**config.mk**
```make
export PLATFORM = sky130hd
export DESIGN_NAME = pc_ctrl_flat
export DESIGN_NICKNAME = d
export VERILOG_FILES = /design/src/rtl/rv_ctrl_pkg.sv /design/src/rtl/pc_ctrl_if.sv /design/src/rtl/pc_redirect_buf.sv /design/src/rtl/pc_ctrl.sv /design/src/flat_wrapper.sv
export SDC_FILE = /design/constraint.sdc
export NUM_CORES = 1
export LEC_CHECK = 0
export ABC_AREA = 1
export BUFFER_PORTS_ARGS = -buffer_cell sky130_fd_sc_hd__buf_2
export CORE_MARGIN = 5
export CORE_UTILIZATION = 45
export CTS_CLUSTER_SIZE = 24
export DETAILED_ROUTE_END_ITERATION = 12
export PLACE_DENSITY = 0.76
export SYNTH_ARGS = -nofsm -noshare
export SYNTH_HDL_FRONTEND = slang
export SYNTH_SLANG_ARGS = --single-unit
```
**constraint.sdc**
```tcl
create_clock -name clk -period 2.1 [get_ports clk]
set_clock_uncertainty 0.15 [all_clocks]
set_input_delay 0.105 -clock clk [delete_from_list [all_inputs] [get_ports clk]]
set_output_delay 0.105 -clock clk [all_outputs]
set_load 0.01 [all_outputs]
```
**src/rtl/rv_ctrl_pkg.sv**
```systemverilog
// Shared control definitions for the PC/pipeline control unit: state encoding,
// PC step, NOP encoding, default reset PC and the redirect-target helper.
package rv_ctrl_pkg;

    typedef enum logic [1:0] {
        ST_IDLE     = 2'd0,
        ST_RUN      = 2'd1,
        ST_HOLD     = 2'd2,
        ST_REDIRECT = 2'd3
    } pc_state_e;

    localparam logic [31:0] PC_STEP          = 32'd4;
    localparam logic [31:0] INST_NOP         = 32'h0000_0013;
    localparam logic [31:0] DEFAULT_RESET_PC = 32'h0000_0000;

    // With misalignment checking the low two bits of a redirect are dropped.
    function automatic logic [31:0] jump_target(input logic [31:0] addr);
`ifdef PC_CTRL_MISALIGN_CHK_EN
        return {addr[31:2], 2'b00};
`else
        return addr;
`endif
    endfunction

endpackage

```
**src/rtl/pc_ctrl_if.sv**
```systemverilog
// Fetch-address handshake between the PC controller (master) and imem (slave).
interface pc_ctrl_if;
    logic [31:0] pc_o;
    logic        pc_valid_o;
    logic        fetch_ready_i;

    modport master (output pc_o, output pc_valid_o, input fetch_ready_i);
    modport slave  (input pc_o, input pc_valid_o, output fetch_ready_i);
endinterface

```
**src/rtl/pc_redirect_buf.sv**
```systemverilog
// Holds a redirect target that arrived while the current fetch was back-pressured.
module pc_redirect_buf (
    input  logic        clk,
    input  logic        rst_n,
    input  logic        load,
    input  logic        clear,
    input  logic [31:0] target_in,
    output logic [31:0] target,
    output logic        valid
);

    always_ff @(posedge clk) begin
        if (!rst_n) begin
            target <= 32'h0;
            valid  <= 1'b0;
        end else if (clear) begin
            valid  <= 1'b0;
        end else if (load) begin
            target <= target_in;
            valid  <= 1'b1;
        end
    end

endmodule

```
**src/rtl/pc_ctrl.sv**
```systemverilog
// PC register, fetch request handshake and IF/ID-ID/EX flush/stall control.
// Optional feature macro: PC_CTRL_MISALIGN_CHK_EN (adds misalign_o).
//
// state    | meaning
// ST_IDLE  | post-reset bubble, no fetch request
// ST_RUN   | fetch request at pc_o, advancing on accept
// ST_HOLD  | ex stall, no fetch request, PC frozen
// ST_REDIRECT | old pc_o still pending, buffered target loads on accept
module pc_ctrl
    import rv_ctrl_pkg::*;
#(
    parameter logic [31:0] RESET_PC = DEFAULT_RESET_PC
) (
    input  logic        clk,
    input  logic        rst_n,
    input  logic [31:0] jump_addr_i,
    input  logic        jump_en_i,
    input  logic        hold_flag_i,
    pc_ctrl_if.master   fetch,
    output logic        flush_o,
    output logic        stall_o
`ifdef PC_CTRL_MISALIGN_CHK_EN
    ,
    output logic        misalign_o
`endif
);

    pc_state_e   state_q, state_d;
    logic [31:0] pc_q, pc_d;
    logic        valid_q;
    logic        accept;
    logic        buf_load, buf_clear, buf_valid;
    logic [31:0] buf_target;

    assign accept           = valid_q & fetch.fetch_ready_i;
    assign fetch.pc_o       = pc_q;
    assign fetch.pc_valid_o = valid_q;
    assign stall_o          = hold_flag_i & ~jump_en_i;

    pc_redirect_buf u_buf (
        .clk       (clk),
        .rst_n     (rst_n),
        .load      (buf_load),
        .clear     (buf_clear),
        .target_in (jump_target(jump_addr_i)),
        .target    (buf_target),
        .valid     (buf_valid)
    );

    always_ff @(posedge clk) begin
        if (!rst_n) begin
            state_q <= ST_IDLE;
            pc_q    <= RESET_PC;
            valid_q <= 1'b0;
        end else begin
            state_q <= state_d;
            pc_q    <= pc_d;
            valid_q <= (state_d == ST_RUN) || (state_d == ST_REDIRECT);
        end
    end

    always_comb begin
        state_d   = state_q;
        pc_d      = pc_q;
        flush_o   = 1'b0;
        buf_load  = 1'b0;
        buf_clear = 1'b0;
        case (state_q)
            ST_IDLE: begin
                state_d = ST_RUN;
            end
            ST_RUN: begin
                flush_o = jump_en_i;
                if (jump_en_i && (accept || !valid_q)) begin
                    pc_d = jump_target(jump_addr_i);
                end else if (jump_en_i) begin
                    buf_load = 1'b1;
                    state_d  = ST_REDIRECT;
                end else if (stall_o && accept) begin
                    pc_d    = pc_q + PC_STEP;
                    state_d = ST_HOLD;
                end else if (accept) begin
                    pc_d = pc_q + PC_STEP;
                end
            end
            ST_HOLD: begin
                flush_o = jump_en_i;
                if (jump_en_i) begin
                    pc_d    = jump_target(jump_addr_i);
                    state_d = ST_RUN;
                end else if (!hold_flag_i) begin
                    state_d = ST_RUN;
                end
            end
            ST_REDIRECT: begin
                // ex only carries a flushed bubble here, so jump_en_i is ignored
                if (accept && buf_valid) begin
                    pc_d      = buf_target;
                    flush_o   = 1'b1;
                    buf_clear = 1'b1;
                    state_d   = ST_RUN;
                end
            end
            default: state_d = ST_IDLE;
        endcase
    end

`ifdef PC_CTRL_MISALIGN_CHK_EN
    logic jump_load, jump_mis, mis_q, mis_pend_q;

    assign jump_mis   = jump_addr_i[1:0] != 2'b00;
    assign jump_load  = jump_en_i & (((state_q == ST_RUN) & (accept | ~valid_q)) |
                                     (state_q == ST_HOLD));
    assign misalign_o = mis_q;

    // A buffered redirect carries its misalign flag until it is consumed.
    always_ff @(posedge clk) begin
        if (!rst_n) begin
            mis_q      <= 1'b0;
            mis_pend_q <= 1'b0;
        end else begin
            mis_q <= (jump_load & jump_mis) | (buf_clear & mis_pend_q);
            if (buf_load)
                mis_pend_q <= jump_mis;
            else if (buf_clear)
                mis_pend_q <= 1'b0;
        end
    end
`endif

endmodule
```
**src/flat_wrapper.sv**
```systemverilog
// flat-port wrapper written by rule: the top's interface ports become plain ports
module pc_ctrl_flat import rv_ctrl_pkg::*;
#(
    parameter logic [31:0] RESET_PC = DEFAULT_RESET_PC
)
  (clk, rst_n, jump_addr_i, jump_en_i, hold_flag_i, flush_o, stall_o, fetch_pc_o, fetch_pc_valid_o, fetch_fetch_ready_i);
  pc_ctrl_if fetch_i ();
  input  logic clk;
  input  logic rst_n;
  input  logic [31:0] jump_addr_i;
  input  logic jump_en_i;
  input  logic hold_flag_i;
  output logic flush_o;
  output logic stall_o;
  output wire logic [$bits(fetch_i.pc_o)-1:0] fetch_pc_o;
  output wire logic [$bits(fetch_i.pc_valid_o)-1:0] fetch_pc_valid_o;
  input wire logic [$bits(fetch_i.fetch_ready_i)-1:0] fetch_fetch_ready_i;
  assign fetch_pc_o = fetch_i.pc_o;
  assign fetch_pc_valid_o = fetch_i.pc_valid_o;
  assign fetch_i.fetch_ready_i = fetch_fetch_ready_i;
  pc_ctrl #(.RESET_PC(RESET_PC)) u_core (.clk(clk), .rst_n(rst_n), .jump_addr_i(jump_addr_i), .jump_en_i(jump_en_i), .hold_flag_i(hold_flag_i), .fetch(fetch_i), .flush_o(flush_o), .stall_o(stall_o));
endmodule
```
==> results of run 1 <==
==> registers in the layout (all words and copies together), names as in the netlist <==
| register | count |
|---|---|
| u_core.fetch.pc_o | 32 |
| u_core.state_q | 2 |
| u_core.u_buf.target | 32 |
| u_core.u_buf.valid | 1 |
==> worst reg2reg max path, delay by kind of cell (launching register included) <==
family	cells	cell delay, ps
flip-flops	1	400
AO/OA/AOI/OAI	2	380
buffers and inverters	3	350
AND/OR/NAND/NOR	3	310
adder cells (fa/ha/maj)	1	280
==> synthesized netlist by cell type (all sizes together) <==
library cell,count,area (um^2)
a211oi,2,25.0
a21boi,5,37.5
a21oi,46,230
a22o,5,43.8
a22oi,5,37.5
and2,1,6.26
buf,16,93.8
clkbuf,9,33.8
clkinv,1,3.75
dfxtp,67,1340
ha,5,62.6
inv,69,262
nand2,137,529
nand3,40,215
nand3b,6,45.0
nand4,1,6.26
nor2,110,453
nor3,4,20.0
nor3b,8,65.1
o211ai,2,20.0
o21a,1,7.51
o21ai,68,340
o21bai,1,7.51
o22ai,6,37.5
or2,1,6.26
xnor2,1,8.76
xor2,5,43.8
==> kinds of logic (layout without fill, tap and decap cells) <==
logic type / after synthesis / after routing / synth area share [%]
adder cells (fa/ha/maj): 5 / 5 / 1.57
flip-flops: 67 / 67 / 33.7
AND/OR/NAND/NOR: 308 / 308 / 33.8
buffers and inverters: 95 / 204 / 9.86
AO/OA/AOI/OAI: 141 / 141 / 19.8
XOR/XNOR: 6 / 6 / 1.32
==> area by class of cell <==
cell class | instances | area (um^2)
Tap cell | 108 | 135
Clock buffer | 10 | 138
Inverter | 70 | 274
Timing Repair Buffer | 118 | 796
Fill cell | 835 | 3610
Multi-Input combinational cell | 460 | 2270
Sequential cell | 67 | 1340
Clock inverter | 6 | 113
==> power groups by stage <==
| stage | Combinational [mW] | Clock, mW | Sequential, mW |
|---|---|---|---|
| 6_report | 0.608 | 1.36 | 1.45 |
| 5_1_grt | 0.688 | 1.43 | 1.46 |
| 4_1_cts | 0.599 | 1.37 | 1.45 |
| 3_5_place_dp | 0.550 | 0 | 1.48 |
| 3_3_place_gp | 0.537 | 0 | 1.48 |
| 2_1_floorplan | 0.324 | 0 | 1.48 |
==> timing repair <==
action | in CTS | in global routing
setup buffers | 1 | 0
cloned | 0 | 0
resized for setup | 2 | 7
hold endpoints to repair | 49 | 0
setup endpoints to repair | 1 | 14
hold buffers | 32 | 0
==> worst paths after layout <==
| check | from | to | slack [ps] | cells past startpoint |
|---|---|---|---|---|
| max | u_core.state_q[1] | flush_o | 80 | 7 |
| min | fetch_fetch_ready_i | u_core.u_buf.valid | 10 | 4 |
| max reg2reg | u_core.state_q[0] | u_core.fetch.pc_o[14] | 150 | 9 |
| min reg2reg | u_core.u_buf.target[23] | u_core.u_buf.target[23] | 300 | 2 |
==> metal layers <==
| metal | global-route usage [%] | up-vias |
|---|---|---|
| met5 | 0 | - |
| met4 | 8.97 | 0 |
| met3 | 4.22 | 21 |
| met2 | 36.7 | 178 |
| met1 | 28.8 | 2038 |
| li1 | - | 2225 |
==> through the flow <==
stage          TNS [ps]  setup WS [ps]  util (%)
6_report              0           80.3      58.3
5_1_grt            -197          -76.9      58.3
3_5_place_dp          0            112      51.3
2_1_floorplan         0            156         -
4_1_cts               0           18.7      58.0
3_3_place_gp          0            209      51.3
==> placed cells by master (no fill, tap or decap), drive strengths merged <==
cell	instances
o211ai	2
clkinvlp	1
o21a	1
bufinv	3
a22oi	5
nand4	1
dfxtp	67
dlygate4sd3	32
o21bai	1
xor2	5
a21boi	5
nor2	110
a211oi	2
and2	1
o22ai	6
a21oi	46
clkinv	4
buf	86
ha	5
nand2	137
nor3b	8
nand3	40
inv	68
a22o	5
nor3	4
xnor2	1
clkbuf	10
or2	1
o21ai	68
nand3b	6
==> out/metrics.cfg, run 1 <==
[timing]
max_freq_ghz=0.495
slew_headroom_pct=77.7
finalCriticalPeriod_ps=2020
rsz0062_at_grt=true
tightest_slew_ps=334
holdWs_ps=13.3
finalCritPeriodShare_pct=96.2
drv_slew=0
finalSetupViolations=0
hold_violations=0

[grt]
grt_usage_pct=22.4
grt_pass1_vias=4410
grt_overflow_total=0
grt_pass1_wl_mm=20.4
grt_max_degree=37
antenna_found_initial=0

[power_and_ir_drop]
clkPwrFrac_pct=39.7
p_total_mw=3.42
peakVddDrop_v=0.000503
p_int_mw=2.43
p_leak_nw=2.27
power.density_nw_per_um2=675
switchingPower_mw=0.989
swShare_pct=28.9
pwr-share-comb_pct=17.8
seqPwrFrac_pct=42.5

[setup_path]
max_stage_delay_ps=400
crit_buf_inv=3
worstPathRequired_ps=1850
crit_chain=ha_2 > buf_6 > clkinvlp_4 > nor2_1 > a21oi_1 > nor2_1 > buf_2
worst_setup_path_end_kind=primary output
worstPathMaxFanout=13
crit_slowest_cell=dfxtp_1
cp_top_family=buffers and inverters
worst_path_most_repeated_cell=nor2_1
crit_arrival_ps=1760
startpoint_type=flop
path_class=flop to primary output

[cts]
clk_path_buf_depth=2
htreeDepth=3
cts.clk_slew.worst_paths_ps=70
clock_latency_ps=360
cts.sinks=67
tritoncts=done
root_buffer=clkbuf_8
cts_buffers=9

[synth]
synth_cells=622
syn-cell-area_um2=3980
syn_nets=664
yosys_warnings=0
seq_area_frac_synth_pct=33.7
ys_ff_latch=67
synth_cell_types=40
avgSynthCellArea_um2=6.40

[final_layout]
diodes=0
layout.cells.non_filler=839
nets=768
layout-drive-gt1-share_pct=17.9
design_area_um2=5060
area_delta_synth_final_pct=27.1

[placed_design]
dp.final_hpwl_mm=8.40
io_buffers=71
placed_cells=790
gp_congestion=0.943
place_area_um2=4450

[run_status]
status=complete, no violations

[die]
pin_count=72
die-area_um2=10800
die_w_um=104
fp.coreArea_um2=8680
rows=34
start_util_pct=45.9
die_y_um=104

[route]
final_antenna_net_count=0
drt-initial-drc-count=231
vias_per_cell=5.32
drtPass1Iterations=5
num_vias=4462
dr_wl_met3_um=859
routed_wl_mm=12.0
drt-met1-wl_mm=5.29
met2_length_mm=5.57
wl_per_cell_um=14.3
drcViolationCount=0
highest_layer=met4

[run]
maxCapViolCount=0

[hold_path]
hold_class=primary input to flop

Power figures use the tool's default switching activity.
==> inputs of run 2 (changes only) <==
--- a/config.mk
+++ b/config.mk
@@ -12,6 +12,7 @@
 export CTS_CLUSTER_SIZE = 24
 export DETAILED_ROUTE_END_ITERATION = 12
 export PLACE_DENSITY = 0.76
+export SETUP_SLACK_MARGIN = 0.5
 export SYNTH_ARGS = -nofsm -noshare
 export SYNTH_HDL_FRONTEND = slang
 export SYNTH_SLANG_ARGS = --single-unit
==> run 2 against run 1 <==
Routed wire length up 27%. Clock power down 21%. Utilization up 8.8 points. Total power down 0.51%. Combinational power up 42%.
==> out/metrics.cfg, run 2 (synthesis gave the netlist of run 1 again) <==
[power_and_ir_drop]
peakVddDrop_v=0.000349
p_leak_nw=2.58
swShare_pct=32.0
power.density_nw_per_um2=584
seqPwrFrac_pct=43.1
p_int_mw=2.31
switchingPower_mw=1.09
pwr-share-comb_pct=25.4
clkPwrFrac_pct=31.4

[setup_path]
startpoint_type=flop
crit_chain=buf_4 > nand2_1 > nand2_2 > nand2_8 > clkinv_8 > nand2_1 > o21ai_0 > a211oi_2 > nor2_1
worstPathMaxFanout=8
path_class=flop to flop
rr_startpoint=u_core.state_q[0]
max_stage_delay_ps=380
worst_setup_path_end_kind=flop
crit_slowest_cell=dfxtp_4
worst_path_most_repeated_cell=nand2_1
crit_start=u_core.state_q[0]
crit_arrival_ps=1910
worstPathRequired_ps=2200

[cts]
cts_buffers=9
root_buffer=clkbuf_8
clock_latency_ps=350
tritoncts=done
htreeDepth=3
cts.clk_slew.worst_paths_ps=80
cts.sinks=67
clk_path_buf_depth=2

[final_layout]
area_delta_synth_final_pct=46.4
mostFrequentLayoutCells=nand2_1 (125), nor2_1 (89), buf_2 (71)
postLayoutCoreUtil_pct=67.2
diodes=0
nets=801
layout-drive-gt1-share_pct=28.7
layout_commonest_cell=nand2_1

[die]
pin_count=72
die_w_um=104
fp.coreArea_um2=8680
die_y_um=104
rows=34
die-area_um2=10800
start_util_pct=45.9

[hold_path]
hp-start=fetch_fetch_ready_i
hold_class=primary input to flop

[timing]
max_freq_ghz=0.551
drv_slew=0
tightest_slew_ps=584
hold_violations=0
rsz0062_at_grt=true
slew_headroom_pct=61.1
finalCritPeriodShare_pct=86.4
finalCriticalPeriod_ps=1810
finalSetupViolations=0
tns_ps=0
worst_slack_ps=286

[run_status]
status=complete, no violations

[grt]
grt_pass1_wl_mm=22.6
grt_usage_pct=25.1
antenna_found_initial=0
grt_overflow_total=0
grt_pass1_vias=4683
grt_max_degree=39

[placed_design]
io_buffers=71
gp_congestion=1.01
dpl_worst_slack_ps=268
dp.final_hpwl_mm=8.85

[route]
wl_per_cell_um=17.5
routed_wl_mm=15.2
drt-initial-drc-count=463
drcViolationCount=0
num_vias=4991
final_antenna_net_count=0
drtPass1Iterations=5
vias_per_cell=5.73

[run]
maxCapViolCount=0

-- run 2: cell types whose count changed in the layout (fill, tap and decap cells not counted), moves of 6 or more --
cell and delta:
o21ai_0 -32, dfxtp_2 +6, nor2_2 +9, dfxtp_1 -10
nand2_1 -8, buf_8 +7, buf_12 +8, o21ai_2 +8
nor2_1 -12, o21ai_1 +23, buf_4 +10
-- run 2: critical path, delay by kind of cell (launching register included) --
family / cells / cell delay [ps]
flip-flops: 1 / 380
buffers and inverters: 2 / 240
AND/OR/NAND/NOR: 5 / 660
AO/OA/AOI/OAI: 2 / 280
-- run 2: repair_timing --
| action | 4_1_cts | 5_1_grt |
|---|---|---|
| setup endpoints to repair | 65 | 65 |
| pin swaps | 15 | 12 |
| gates resized for setup | 67 | 78 |
| gates cloned | 1 | 5 |
| hold buffers | 32 | 0 |
| setup buffers | 22 | 8 |
| endpoints found under the hold margin | 47 | 0 |
-- run 2: area by class of cell --
| type | instances | area [um^2] |
|---|---|---|
| well taps | 108 | 135 |
| clock inverters | 1 | 5.00 |
| repair inverters | 1 | 8.76 |
| fillers | 695 | 2850 |
| inverters | 70 | 304 |
| repair buffers | 150 | 1270 |
| flip-flops and latches | 67 | 1360 |
| multi-input cells | 460 | 2560 |
| clock buffers | 14 | 184 |
-- run 2: power groups by stage --
stage          Clock, mW  Sequential [mW]  Combinational [mW]
2_1_floorplan          0             1.48               0.332
3_3_place_gp           0             1.48               0.538
3_5_place_dp           0             1.48               0.551
4_1_cts             1.06             1.46               0.755
5_1_grt             1.12             1.48               0.932
6_report            1.07             1.47               0.865
-- run 2: metal layers --
layer	wire [um]	part of all wire, %	vias up	global-route usage (%)
li1	-	-	2302	-
met1	5930	39	2291	32.0
met2	7270	48	335	41.8
met3	1480	9.7	63	4.59
met4	544	3.6	0	10.1
met5	0	0	-	0
-- run 2: final timing paths --
check	endpoint	slack [ps]	cells past startpoint
setup / recovery	u_core.fetch.pc_o[3]	290	9
hold reg to reg	u_core.u_buf.target[26]	310	2
setup reg to reg	u_core.fetch.pc_o[3]	290	9
hold / removal	u_core.u_buf.valid	50	4
-- run 2: through the flow --
step           instance area [um^2]  total power, mW  instances  hold slack, ps
4_1_cts                        5480             3.27        858            6.81
5_1_grt                        5830             3.53        871             101
6_report                       5830             3.40        871            52.5
3_5_place_dp                   4490             2.04        788             237
2_1_floorplan                  4060             1.82        622            91.4
3_3_place_gp                   4490             2.02        788             223
